## src/rtl/common_pkg.sv

```systemverilog
// Shared types and helpers for the set-bit enumerator.
// Holds the FSM state encoding and the index-width helper.
package common_pkg;

    typedef enum logic {
        IDLE = 1'b0,
        EMIT = 1'b1
    } enc_iter_state_t;

    // Index width for a w-bit mask; never narrower than one bit.
    function automatic int idx_w(input int w);
        return (w > 1) ? $clog2(w) : 1;
    endfunction

endpackage

```

## src/rtl/pri_enc.sv

```systemverilog
// Combinational priority encoder, lowest set bit wins.
// Ports: x_i (mask) -> any_o (mask non-zero), idx_o (lowest set bit index).
module pri_enc
    import common_pkg::*;
#(
    parameter  int W     = 32,
    localparam int IDX_W = idx_w(W)
) (
    input  logic [W-1:0]     x_i,
    output logic             any_o,
    output logic [IDX_W-1:0] idx_o
);

    always_comb begin
        idx_o = '0;
        // Scan downwards so the lowest set bit is the last to write.
        for (int i = W - 1; i >= 0; i--) begin
            if (x_i[i]) begin
                idx_o = IDX_W'(i);
            end
        end
    end

    assign any_o = |x_i;

endmodule

```

## src/rtl/enc_iter.sv

```systemverilog
// Set-bit enumerator: streams the index of every set bit of a mask, LSB first.
// Ports: clk, rst (sync, active-high); in_vld_i/in_x_i/in_rdy_o mask input;
//   out_vld_o/out_y_o/out_last_o/out_rdy_i index output; busy_o while emitting.
// Option: define ENC_ITER_ONEHOT_EN to add out_oh_o, the isolated lowest bit.
module enc_iter
    import common_pkg::*;
#(
    parameter  int W     = 32,
    localparam int IDX_W = idx_w(W)
) (
    input  logic             clk,
    input  logic             rst,
    input  logic             in_vld_i,
    input  logic [W-1:0]     in_x_i,
    output logic             in_rdy_o,
    output logic             out_vld_o,
    output logic [IDX_W-1:0] out_y_o,
    output logic             out_last_o,
    input  logic             out_rdy_i,
    output logic             busy_o
`ifdef ENC_ITER_ONEHOT_EN
    ,
    output logic [W-1:0]     out_oh_o
`endif
);

    enc_iter_state_t state_q;
    logic [W-1:0]    r_q;
    logic [W-1:0]    r_pop;
    logic            r_any;
    logic [IDX_W-1:0] r_idx;
    logic            emit;
    logic            last;
    logic            accept;
    logic            pop;

    pri_enc #(.W(W)) u_pri_enc (
        .x_i   (r_q),
        .any_o (r_any),
        .idx_o (r_idx)
    );

    // Residual with its lowest set bit cleared.
    assign r_pop = r_q & (r_q - W'(1));

    // r is never zero in EMIT; r_any only guards against that invariant.
    assign emit = (state_q == EMIT) && r_any;
    assign last = (r_pop == '0);

    assign pop    = emit && out_rdy_i;
    // A new mask may enter in the same cycle the final index pops.
    assign in_rdy_o = (state_q == IDLE) || (pop && last);
    assign accept = in_vld_i && in_rdy_o;

    assign out_vld_o  = emit;
    assign out_y_o    = emit ? r_idx : '0;
    assign out_last_o = emit && last;
    assign busy_o     = (state_q == EMIT);

`ifdef ENC_ITER_ONEHOT_EN
    assign out_oh_o = emit ? (r_q & (~r_q + W'(1))) : '0;
`endif

    always_ff @(posedge clk) begin
        if (rst) begin
            state_q <= IDLE;
            r_q     <= '0;
        end else if (accept) begin
            // A zero mask is consumed without emitting anything.
            r_q     <= in_x_i;
            state_q <= (in_x_i != '0) ? EMIT : IDLE;
        end else if (pop) begin
            r_q <= r_pop;
            if (last) begin
                state_q <= IDLE;
            end
        end
    end

endmodule

```

## config.mk

```make
export PLATFORM = sky130hd
export DESIGN_NAME = enc_iter
export DESIGN_NICKNAME = d
export VERILOG_FILES = /design/src/rtl/common_pkg.sv /design/src/rtl/pri_enc.sv /design/src/rtl/enc_iter.sv
export SDC_FILE = /design/constraint.sdc
export NUM_CORES = 1
export LEC_CHECK = 0
export CORE_ASPECT_RATIO = 1.4
export CORE_MARGIN = 2
export CORE_UTILIZATION = 55
export DETAILED_ROUTE_END_ITERATION = 7
export GPL_ROUTABILITY_DRIVEN = 1
export PLACE_DENSITY = 0.85
export SETUP_SLACK_MARGIN = 0.2
export SLEW_MARGIN = 15
export SYNTH_ARGS = -nofsm -noshare
export SYNTH_HDL_FRONTEND = slang
export SYNTH_SLANG_ARGS = --single-unit
export TNS_END_PERCENT = 20
```

## constraint.sdc

```tcl
create_clock -name clk -period 5.04 [get_ports clk]
set_input_delay 1.008 -clock clk [delete_from_list [all_inputs] [get_ports clk]]
set_output_delay 1.008 -clock clk [all_outputs]
set_load 0.02 [all_outputs]
```

# After elaboration in Yosys (flattened, before gate mapping)

Cells that the tools add are included.

Flip-flop bits (word level): 33
Output and inout bits: 9

Bitwise operators: 2
Add/sub/neg operators: 1
Reductions and logical operators: 12
Multiplexer cells: 39

Operator list:

| kind                                                | count |
|---|---|
| two-way mux 5 bit                                   | 33 |
| two-way mux 32 bit                                  | 2 |
| AND 32 bit                                          | 1 |
| zero test 32 bit                                    | 1 |
| nonzero test 32 bit                                 | 1 |
| OR reduction 32 bit                                 | 1 |
| subtractor 32 x 1 -> 32 bit (second input constant) | 1 |
| logical AND 1 bit                                   | 5 |
| two-way mux 1 bit                                   | 4 |
| nonzero test 2 bit                                  | 2 |
| AND reduction 2 bit                                 | 1 |
| logical OR 1 bit                                    | 1 |
| NOT 1 bit                                           | 1 |

# Logic depth before layout (Yosys ltp)

Gate-level depths: netlist of run 1.

Depth in word-level cells: 33
Depth in mapped cells: 10

# Modules after synthesis

From an unflattened synthesis of run 1, not the netlist that was laid out.

Cells, all modules: 326
Area total of the unflattened synthesis: 2546.2 µm²

Modules (own cells, without submodules):

| module   | area an instance (µm²) | instances | cells each |
|---|---|---|---|
| enc_iter | 2160.8                 | 1         | 261 |
| pri_enc  | 385.4                  | 1         | 65 |

# Least setup slack after synthesis of run 1

Ideal clock, no wire load.

Path type: register -> output
Start point: reg r_q[1]
End point: out in_rdy_o
Cell stages (with the launch flop): 9
Data arrival time: 2.955 ns
Slack: 1.077 ns
Required time: 4.032 ns
Path through: dfxtp_1 buf_6 or4_1 buf_2 or4_1 a22oi_1 nand4_1 or4_4 o31ai_1

Longest elaborated chain between the ends: 5
Elaborated cells on any way between the ends: 8

Ends and longest elaborated chain:

| element                                                            | RTL line                       | RTL |
|---|---|---|
| start, declared                                                    | enc_iter.sv:28                 | `logic [W-1:0] r_q;` |
| start signal, assigned                                             | enc_iter.sv:70                 | `r_q <= in_x_i;` |
| start signal, assigned                                             | enc_iter.sv:73                 | `r_q <= r_pop;` |
| subtractor 32 x 1 -> 32 bit or OR reduction 32 bit (tied branches) | enc_iter.sv:44, pri_enc.sv:24  |  |
| AND 32 bit or logical AND 1 bit (tied branches)                    | enc_iter.sv:44, enc_iter.sv:47 |  |
| zero test 32 bit or logical AND 1 bit (tied branches)              | enc_iter.sv:48, enc_iter.sv:50 |  |
| logical AND 1 bit (*)                                              | enc_iter.sv:52                 | `assign in_rdy_o = (state_q == IDLE) \|\| (pop && last);` |
| logical OR 1 bit (*)                                               | enc_iter.sv:52                 |  |
| end, declared                                                      | enc_iter.sv:15                 | `output logic in_rdy_o,` |

Mark *: on every way between the ends. The rest lies on a longest branch, timed or not.

# Worst setup path in the final report of run 1

Start point: reg r_q[4]
End point: out in_rdy_o

The elaborated chain is that of the path after synthesis.

==> results of run 1 <==
==> how the worst max path moves through the flow <==
stage / startpoint / end / slack, ps
2_1_floorplan: r_q[1] / in_rdy_o / 1080
3_3_place_gp: r_q[0] / in_rdy_o / 630
3_5_place_dp: r_q[1] / in_rdy_o / 590
4_1_cts: r_q[1] / in_rdy_o / 260
5_1_grt: r_q[4] / in_rdy_o / 210
6_report: r_q[4] / in_rdy_o / 340
==> layout make-up <==
type	instances	area, sq um
clock buffers	7	86.3
fillers	320	1140
inverters	17	63.8
multi-input cells	209	1410
flip-flops and latches	33	661
well taps	43	53.8
repair buffers	52	500
==> power by group through the flow <==
stage	Sequential (uW)	Clock, uW	Combinational [uW]
final	311	204	259
after global placement	314	0	250
after floorplan	301	0	170
after detailed placement	315	0	252
after global routing	315	219	279
after CTS	309	207	254
==> logic make-up after synthesis <==
group | Yosys count | share of synthesized area, %
and+or+nand+nor | 108 | 27.4
buffers and inverters | 33 | 7.13
adders and majority gates | 1 | 0.449
DFF | 33 | 29.7
AOI/OAI and AO/OA | 100 | 35.3
==> cells in the mapped netlist, drive strengths merged, types with 2 or more instances <==
master	count
nand2	16
buf	8
nor3	8
a31oi	2
a21oi	10
dfxtp	33
o41ai	2
or2	4
or4	9
clkbuf	8
o21ai	15
o31ai	12
nor4	20
inv	17
nand3	7
a211oi	4
o21a	5
o211ai	7
and2	2
o22a	2
or3	8
a22oi	3
o21bai	2
a32o	24
nor2	20
o2111ai	2
nand2b	4
nand4	8
==> flip-flops by register name, summed over array words and instances (netlist names) <==
name and count:
r_q 32, busy_o 1
==> metal layers <==
layer  up-vias  wire [um]  track usage, %
met5         -          0               0
met4         0        209            12.1
met3        16        497            4.40
met2       154       3380            52.6
met1      1176       2810            39.2
li1       1188          -               -
==> worst max-delay path: stages, from the launching register on <==
cell and delay [ps]:
dfxtp_1 400, or4_1 690, nor4_4 340, nand2_1 160, o22a_1 220, or4_4 580, o31ai_1 360, clkdlybuf4s50_1 670
==> through the flow <==
stage	hold WS [ps]	worst slack, ps	total power (uW)
after CTS	589	259	770
after floorplan	512	1080	471
after global routing	627	209	812
after detailed placement	577	591	567
after global placement	561	633	565
final	591	335	774
==> out/qor.csv, run 1 <==
metric,value,unit
design_area,0.00278,sq mm
synth_area_per_cell,8.10,sq um
initial_utilization,56.8,%
die_area,0.00458,sq mm
syn_area,0.00223,sq mm
cp_data_required_time,4030,ps
r2r_start,r_q[4],
yosysSeqAreaShare,29.7,%
fin_nets,354,
ys_ff_latch,33,
synth_cell_types,47,
hold_class,flip-flop to flip-flop,
worstHoldStart,r_q[10],
grt_start_max_net_pins,20,
peakVddDrop,0.236,mV
finalHoldViolCount,0,
cts_root_buf,clkbuf_8,
layout_commonest_cell,clkdlybuf4s50_1,
htreeDepth,2,
worst_pin_slew,727,ps
setup.worst_path.class,flip-flop to output port,
die_x,57.8,um
grt_pass1_wl,11.1,mm
hold_path_depth,2,
max_slew_margin,51.1,%
layout_common_cells,"clkdlybuf4s50_1 (44), dfxtp_1 (33), a32o_1 (23)",
grt_pass1_vias,2278,
drt_iter0_markers,210,
pwr-share-clk,26.3,%
synth_top_area_cell,dfxtp_1,
die_h,79.3,um
postCtsHoldBufs,0,
ys_warn_count,0,
p_per_area,278,mW/mm^2
finalCriticalPeriod,4700,ps
core_area,0.00392,sq mm
cts_buffers,5,
cp-end-kind,output port,
reg2reg_depth,8,
antenna_found_initial,0,
synth_edf_count,0,
rrSetupSlack,1450,ps
syn_nets,311,
p_sw_share,34.8,%
crit_fanout,10,
drc_errors,0,
rows,27,
synth_top_area_share,29.7,%
p_int,504,uW
vias_per_cell,7.02,
p_comb_share,33.5,%
start_kind,flip-flop,
dp_hpwl,5.10,mm
clk_pin_slew,70,ps
gp_congestion,0.969,
grt_usage,31.1,%
synthArstFlopShare,0,%
synth_cells,275,
port_buffers,44,
diodes,0,
ys.flop_type,dfxtp_1,
slew_viol_final,0,
fin_crit_sh,93.3,%
status,completed,
drive_above_1_share,8.49,%
pin_count,45,
clock_latency,280,ps
wl_per_cell,19.1,um
cellLeakagePower,0.000975,uW
fmax,213,MHz
post_cts_buffers,0,
via_count,2534,
rsz0062_at_grt,false,
clock_path_buffers,2,
reg2reg_to,r_q[14],
max-cap-violations,0,
hold_path_end,r_q[10],
tns,0,ps
grt_overflow,0,
clock-sinks,33,
drt_wl_total,6.90,mm
synthTopCellsByArea,"dfxtp_1 (30%), a32o_1 (10%), nor4_1 (5.1%)",
placed_cell_area,0.00269,sq mm
final_util,70.9,%
cts_tree,built,
cts_resized,0,
power_frac_seq,40.2,%
setup_violations,0,
arrival,3700,ps
firstDrtPassIters,5,
antenna_left,0,
finalNonFillerCells,361,
p_switching,269,uW
placedCellCount,354,
fin_worst_skew,2.69,ps
areaGrowthSynthToFinish,24.8,%
Power figures use the tool's default switching activity.
==> inputs of run 2 (changes only) <==
Settings changed: PLACE_DENSITY 0.85 to 0.83, SYNTH_HIERARCHICAL from default to 1.
==> out/qor.csv, run 2 <==
metric,value,unit,change
status,completed,,unchanged
slew_viol_final,0,,unchanged
yosysSeqAreaShare,25.9,%,was 29.7%
finalNonFillerCells,434,,was 361
syn_nets,362,,was 311
diodes,0,,unchanged
ys_ff_latch,33,,unchanged
reg2reg_to,r_q[12],,was r_q[14]
worst_pin_slew,633,ps,was 727 ps
clock_latency,300,ps,was 280 ps
via_count,2711,,was 2534
vias_per_cell,6.25,,was 7.02
rows,29,,was 27
max-cap-violations,0,,unchanged
htreeDepth,2,,unchanged
areaGrowthSynthToFinish,23.9,%,was 24.8%
fin_crit_sh,89.9,%,was 93.3%
antenna_found_initial,0,,unchanged
start_kind,flip-flop,,unchanged
pin_count,45,,unchanged
synth_top_area_cell,dfxtp_1,,unchanged
finalHoldViolCount,0,,unchanged
grt_pass1_wl,11.5,mm,was 11.1 mm
grt_pass1_vias,2512,,was 2278
core_area,0.00450,sq mm,was 0.00392 sq mm
grt_overflow,0,,unchanged
drt_wl_total,7.16,mm,was 6.90 mm
firstDrtPassIters,4,,was 5
die_area,0.00520,sq mm,was 0.00458 sq mm
synth_cell_types,56,,was 47
slowest_stage,clkdlybuf4s50_1,,was or4_1
fin_nets,407,,was 354
ys.flop_type,dfxtp_1,,unchanged
postCtsHoldBufs,0,,unchanged
fmax,221,MHz,was 213 MHz
cp_cell_sequence,nor4_4 -> buf_4 -> nand4_2 -> o31a_1 -> o32a_1 -> or4_4 -> nor4_1 -> clkdlybuf4s50_1,,was or4_1 -> nor4_4 -> nand2_1 -> o22a_1 -> or4_4 -> o31ai_1 -> clkdlybuf4s50_1
fillCellCount,401,,was 320
syn_area,0.00255,sq mm,was 0.00223 sq mm
rrSetupSlack,1510,ps,was 1450 ps
ys_warn_count,6,,was 0
finalCriticalPeriod,4530,ps,was 4700 ps
max_slew_margin,57.4,%,was 51.1%
die_x,61.5,um,was 57.8 um
layout_common_cells,"clkdlybuf4s50_1 (43), nand2_1 (38), dfxtp_1 (33)",,"was clkdlybuf4s50_1 (44), dfxtp_1 (33), a32o_1 (23)"
synth_cells,326,,was 275
antenna_left,0,,unchanged
cts_tree,built,,unchanged
fin_worst_skew,6.37,ps,was 2.69 ps
tns,0,ps,unchanged
power_frac_seq,39.3,%,was 40.2%
drc_errors,0,,unchanged
rsz0062_at_grt,false,,unchanged
crit_end,out_last_o,,was in_rdy_o
pwr-share-clk,24.7,%,was 26.3%
peakVddDrop,0.201,mV,was 0.236 mV
reg2reg_depth,9,,was 8
clock_path_buffers,2,,unchanged
cp_num_buf_inv,2,,was 1
worst-path-stages,8,,was 7
critical-path-top-delay-family,simple AND/OR/NAND/NOR gates,,unchanged
p_int,514,uW,was 504 uW
drive_above_1_share,9.95,%,was 8.49%
synthTopCellsByArea,"dfxtp_1 (26%), mux2i_1 (9.8%), nand2_1 (5.6%)",,"was dfxtp_1 (30%), a32o_1 (10%), nor4_1 (5.1%)"
p_comb_share,36.0,%,was 33.5%
p_per_area,259,mW/mm^2,was 278 mW/mm^2
largest_register_ffs,32,,unchanged
arrival,3520,ps,was 3700 ps
hold_class,flip-flop to flip-flop,,unchanged
r2r_start,r_q[0],,was r_q[4]
dp_hpwl,5.28,mm,was 5.10 mm
port_buffers,44,,unchanged
clk_pin_slew,70,ps,about the same
total_power,816,uW,was 774 uW
synth_area_per_cell,7.81,sq um,was 8.10 sq um
synth_edf_count,0,,unchanged
synth_common_cells,"nand2_1 (38), dfxtp_1 (33), mux2i_1 (25), nor2_1 (21)",,"was dfxtp_1 (33), a32o_1 (23), nor2_1 (20), nor4_1 (18), inv_1 (17)"
cellLeakagePower,0.00117,uW,was 0.000975 uW
gp_congestion,0.918,,was 0.969
p_sw_share,37.1,%,was 34.8%
cp_data_required_time,4030,ps,about the same
setup.worst_path.class,flip-flop to output port,,unchanged
cts_buffers,5,,unchanged
layout_commonest_cell,clkdlybuf4s50_1,,unchanged
die_h,84.5,um,was 79.3 um
clock-sinks,33,,unchanged
setup_violations,0,,unchanged
synth_most_common_cell,nand2_1,,was dfxtp_1
cts_root_buf,clkbuf_8,,unchanged
crit_fanout,13,,was 10
cp_slowest_stage_delay,670,ps,was 690 ps
cp-end-kind,output port,,unchanged
grt_start_max_net_pins,54,,was 20
cp-startpoint,r_q[0],,was r_q[4]
placedCellCount,425,,was 354
grt_usage,28.8,%,was 31.1%
wl_per_cell,16.5,um,was 19.1 um
synth_top_area_share,25.9,%,was 29.7%
p_switching,303,uW,was 269 uW
synthArstFlopShare,0,%,unchanged
initial_utilization,56.6,%,was 56.8%
largest_register,r_q,,unchanged
drt_iter0_markers,239,,was 210
==> run 2: stage by stage <==
| stage | cell area, sq um | hold WS, ps | setup WS, ps | util [%] |
|---|---|---|---|---|
| after CTS | 3130 | 561 | 283 | 69.5 |
| after global placement | 3040 | 541 | 606 | 67.5 |
| final | 3160 | 558 | 509 | 70.1 |
| after floorplan | 2550 | 501 | 1030 | - |
| after detailed placement | 3040 | 548 | 590 | 67.5 |
| after global routing | 3160 | 592 | 396 | 70.1 |
==> run 2: worst register-to-register path: cells and delay by family, from the launching register on <==
| family | cells | cell delay, ps |
|---|---|---|
| AO/OA/AOI/OAI | 3 | 770 |
| AND/OR/NAND/NOR | 3 | 1150 |
| flip-flops | 1 | 410 |
| buffers and inverters | 2 | 680 |
| multiplexers | 1 | 410 |
==> run 2: power by group through the flow <==
stage	sequential (uW)	clock [uW]	combinational, uW
after detailed placement	325	0	284
after global routing	326	212	318
after global placement	324	0	283
final	321	202	294
after CTS	319	204	287
after floorplan	314	0	198
==> run 2: repair_timing <==
| item | in CTS | in global routing |
|---|---|---|
| buffers inserted | 0 | 1 |
| setup endpoints to repair | 0 | 1 |
| resized for setup | 0 | 4 |
==> run 2: metal layers <==
metal | track usage, % | routed length [um] | vias up
li1 | - | - | 1356
met3 | 4.47 | 339 | 14
met2 | 50.0 | 3760 | 79
met5 | 0 | 0 | -
met1 | 33.8 | 2860 | 1262
met4 | 11.2 | 199 | 0
==> run 2: worst min-delay path by stage <==
stage,start,slack [ps],to,cells past startpoint
2_1_floorplan,r_q[31],500,r_q[31],2
3_5_place_dp,r_q[31],550,r_q[31],2
4_1_cts,r_q[31],560,r_q[31],2
3_3_place_gp,r_q[31],540,r_q[31],2
5_1_grt,r_q[31],590,r_q[31],2
6_report,r_q[31],560,r_q[31],2
==> run 2: cell families after synthesis <==
logic type      share of synthesized area, %
flops                                   25.9
mux                                     12.5
simple gates                            35.7
fa+ha+maj                              0.393
buf+inv                                 4.52
compound gates                          20.9
==> run 2: area by class of cell <==
class / count / area (sq um) / area share, %
inverters: 10 / 37.5 / 1.19
clock buffers: 5 / 68.8 / 2.18
well taps: 62 / 77.6 / 2.46
flip-flops and latches: 33 / 661 / 20.9
multi-input cells: 269 / 1790 / 56.7
repair buffers: 52 / 503 / 15.9
clock inverters: 3 / 17.5 / 0.555
==> inputs of run 3 (changes only) <==
Settings changed: CORE_MARGIN 2 to 4, CORE_UTILIZATION 55 to 40, PLACE_DENSITY 0.83 to default.
==> out/qor.csv, run 3 (same netlist as run 2, synthesis figures left out) <==
metric,value,unit,change
fin_crit_sh,89.4,%,was 89.9%
fin_nets,411,,was 407
dp_hpwl,6.09,mm,was 5.28 mm
die_h,102,um,was 84.5 um
drt_wl_total,8.00,mm,was 7.16 mm
rows,34,,was 29
worstHoldStart,r_q[30],,was r_q[31]
cts_buffers,5,,unchanged
fin_worst_skew,8.18,ps,was 6.37 ps
drive_above_1_share,10.9,%,was 9.95%
fin_ws,533,ps,was 509 ps
areaGrowthSynthToFinish,26.6,%,was 23.9%
pre_cts_ws,518,ps,was 590 ps
fmax,222,MHz,was 221 MHz
fillCellCount,630,,was 401
cp-startpoint,r_q[1],,was r_q[0]
htreeDepth,2,,unchanged
max-cap-violations,0,,unchanged
hold_class,flip-flop to flip-flop,,unchanged
final_util,51.9,%,was 70.1%
core_area,0.00621,sq mm,was 0.00450 sq mm
initial_utilization,41.0,%,was 56.6%
arrival,3500,ps,was 3520 ps
crit_fanout,13,,unchanged
antenna_left,0,,unchanged
grt_pass1_vias,2563,,was 2512
setup_violations,0,,unchanged
cts_root_buf,clkbuf_8,,unchanged
start_kind,flip-flop,,unchanged
peakVddDrop,0.129,mV,was 0.201 mV
rsz0062_at_grt,false,,unchanged
wl_per_cell,17.9,um,was 16.5 um
setup.worst_path.class,flip-flop to output port,,unchanged
grt_start_max_net_pins,54,,unchanged
grt_overflow,0,,unchanged
slew_viol_final,0,,unchanged
clock_path_buffers,2,,unchanged
drc_errors,0,,unchanged
cellLeakagePower,0.00119,uW,was 0.00117 uW
worst_pin_slew,644,ps,was 633 ps
diodes,0,,unchanged
clock-sinks,33,,unchanged
vias_per_cell,6.18,,was 6.25
clock_latency,290,ps,was 300 ps
pin_count,45,,unchanged
port_buffers,44,,unchanged
finalCriticalPeriod,4510,ps,was 4530 ps
r2r_start,r_q[1],,was r_q[0]
antenna_found_initial,0,,unchanged
max_slew_margin,56.7,%,was 57.4%
die_x,75.4,um,was 61.5 um
finalHoldViolCount,0,,unchanged
via_count,2770,,was 2711
grt_usage,21.3,%,was 28.8%
tns,0,ps,unchanged
status,completed,,unchanged
timing.hold.ws,572,ps,was 558 ps
firstDrtPassIters,5,,was 4
postCtsHoldBufs,0,,unchanged
cp_data_required_time,4030,ps,about the same
largest_register_ffs,32,,unchanged
die_area,0.00772,sq mm,was 0.00520 sq mm
total_power,823,uW,was 816 uW
layout_common_cells,"clkdlybuf4s50_1 (44), nand2_1 (38), dfxtp_1 (33)",,"was clkdlybuf4s50_1 (43), nand2_1 (38), dfxtp_1 (33)"
gp_congestion,0.932,,was 0.918
largest_register,r_q,,unchanged
regArea,661,sq um,unchanged
p_per_area,255,mW/mm^2,was 259 mW/mm^2
layout_commonest_cell,clkdlybuf4s50_1,,unchanged
cts_tree,built,,unchanged
cp-end-kind,output port,,unchanged
drt_iter0_markers,168,,was 239
grt_pass1_wl,12.8,mm,was 11.5 mm
multi_input_area,0.00182,sq mm,was 0.00179 sq mm
clk_pin_slew,70,ps,about the same
## run 3: metrics by stage
| stage | instances | instance area, sq um |
|---|---|---|
| finish | 448 | 3220 |
| global route | 448 | 3220 |
| CTS | 447 | 3170 |
| detailed placement | 439 | 3080 |
| global placement | 439 | 3080 |
| floorplan | 326 | 2550 |
## run 3: cell type report
class                      count  share of cell area [%]
sequential                    33                    20.5
clock buffer                   6                    2.25
tap                           72                    2.80
clock inverter                 2                   0.311
multi-input combinational    269                    56.5
timing repair buffer          56                    16.5
inverter                      10                    1.16
## run 3: power by group
group / internal, uW / switching (uW)
sequential: 279 / 39.9
combinational: 145 / 162
clock: 95.8 / 102
total: 519 / 304
## run 3: worst paths after layout
path | endpoint | cells after the start | slack, ps
worst max-delay path | in_rdy_o | 8 | 530
worst min-delay path | r_q[30] | 2 | 570
worst max register to register | r_q[12] | 9 | 1790
worst min register to register | r_q[30] | 2 | 570
## run 3: per-layer routing
layer / GRT usage [%] / vias up / part of all wire [%]
met5: 0 / - / 0
met4: 9.29 / 0 / 3.7
met3: 2.95 / 22 / 3.2
met2: 37.7 / 73 / 51
met1: 25.0 / 1302 / 42
li1: - / 1373 / -
## run 3: timing repair
| item | CTS | global route |
|---|---|---|
| setup buffers | 0 | 1 |
| pin swaps | 0 | 1 |
| gates resized for setup | 1 | 6 |
| setup endpoints to repair | 1 | 2 |
## run 3: critical path: stages (launching register included)
cell	delay (ps)
dfxtp_1	410
nor4_4	290
buf_4	210
nand4_4	200
o41ai_1	420
nand4_1	130
or4_4	470
o41ai_2	410
clkdlybuf4s50_1	670
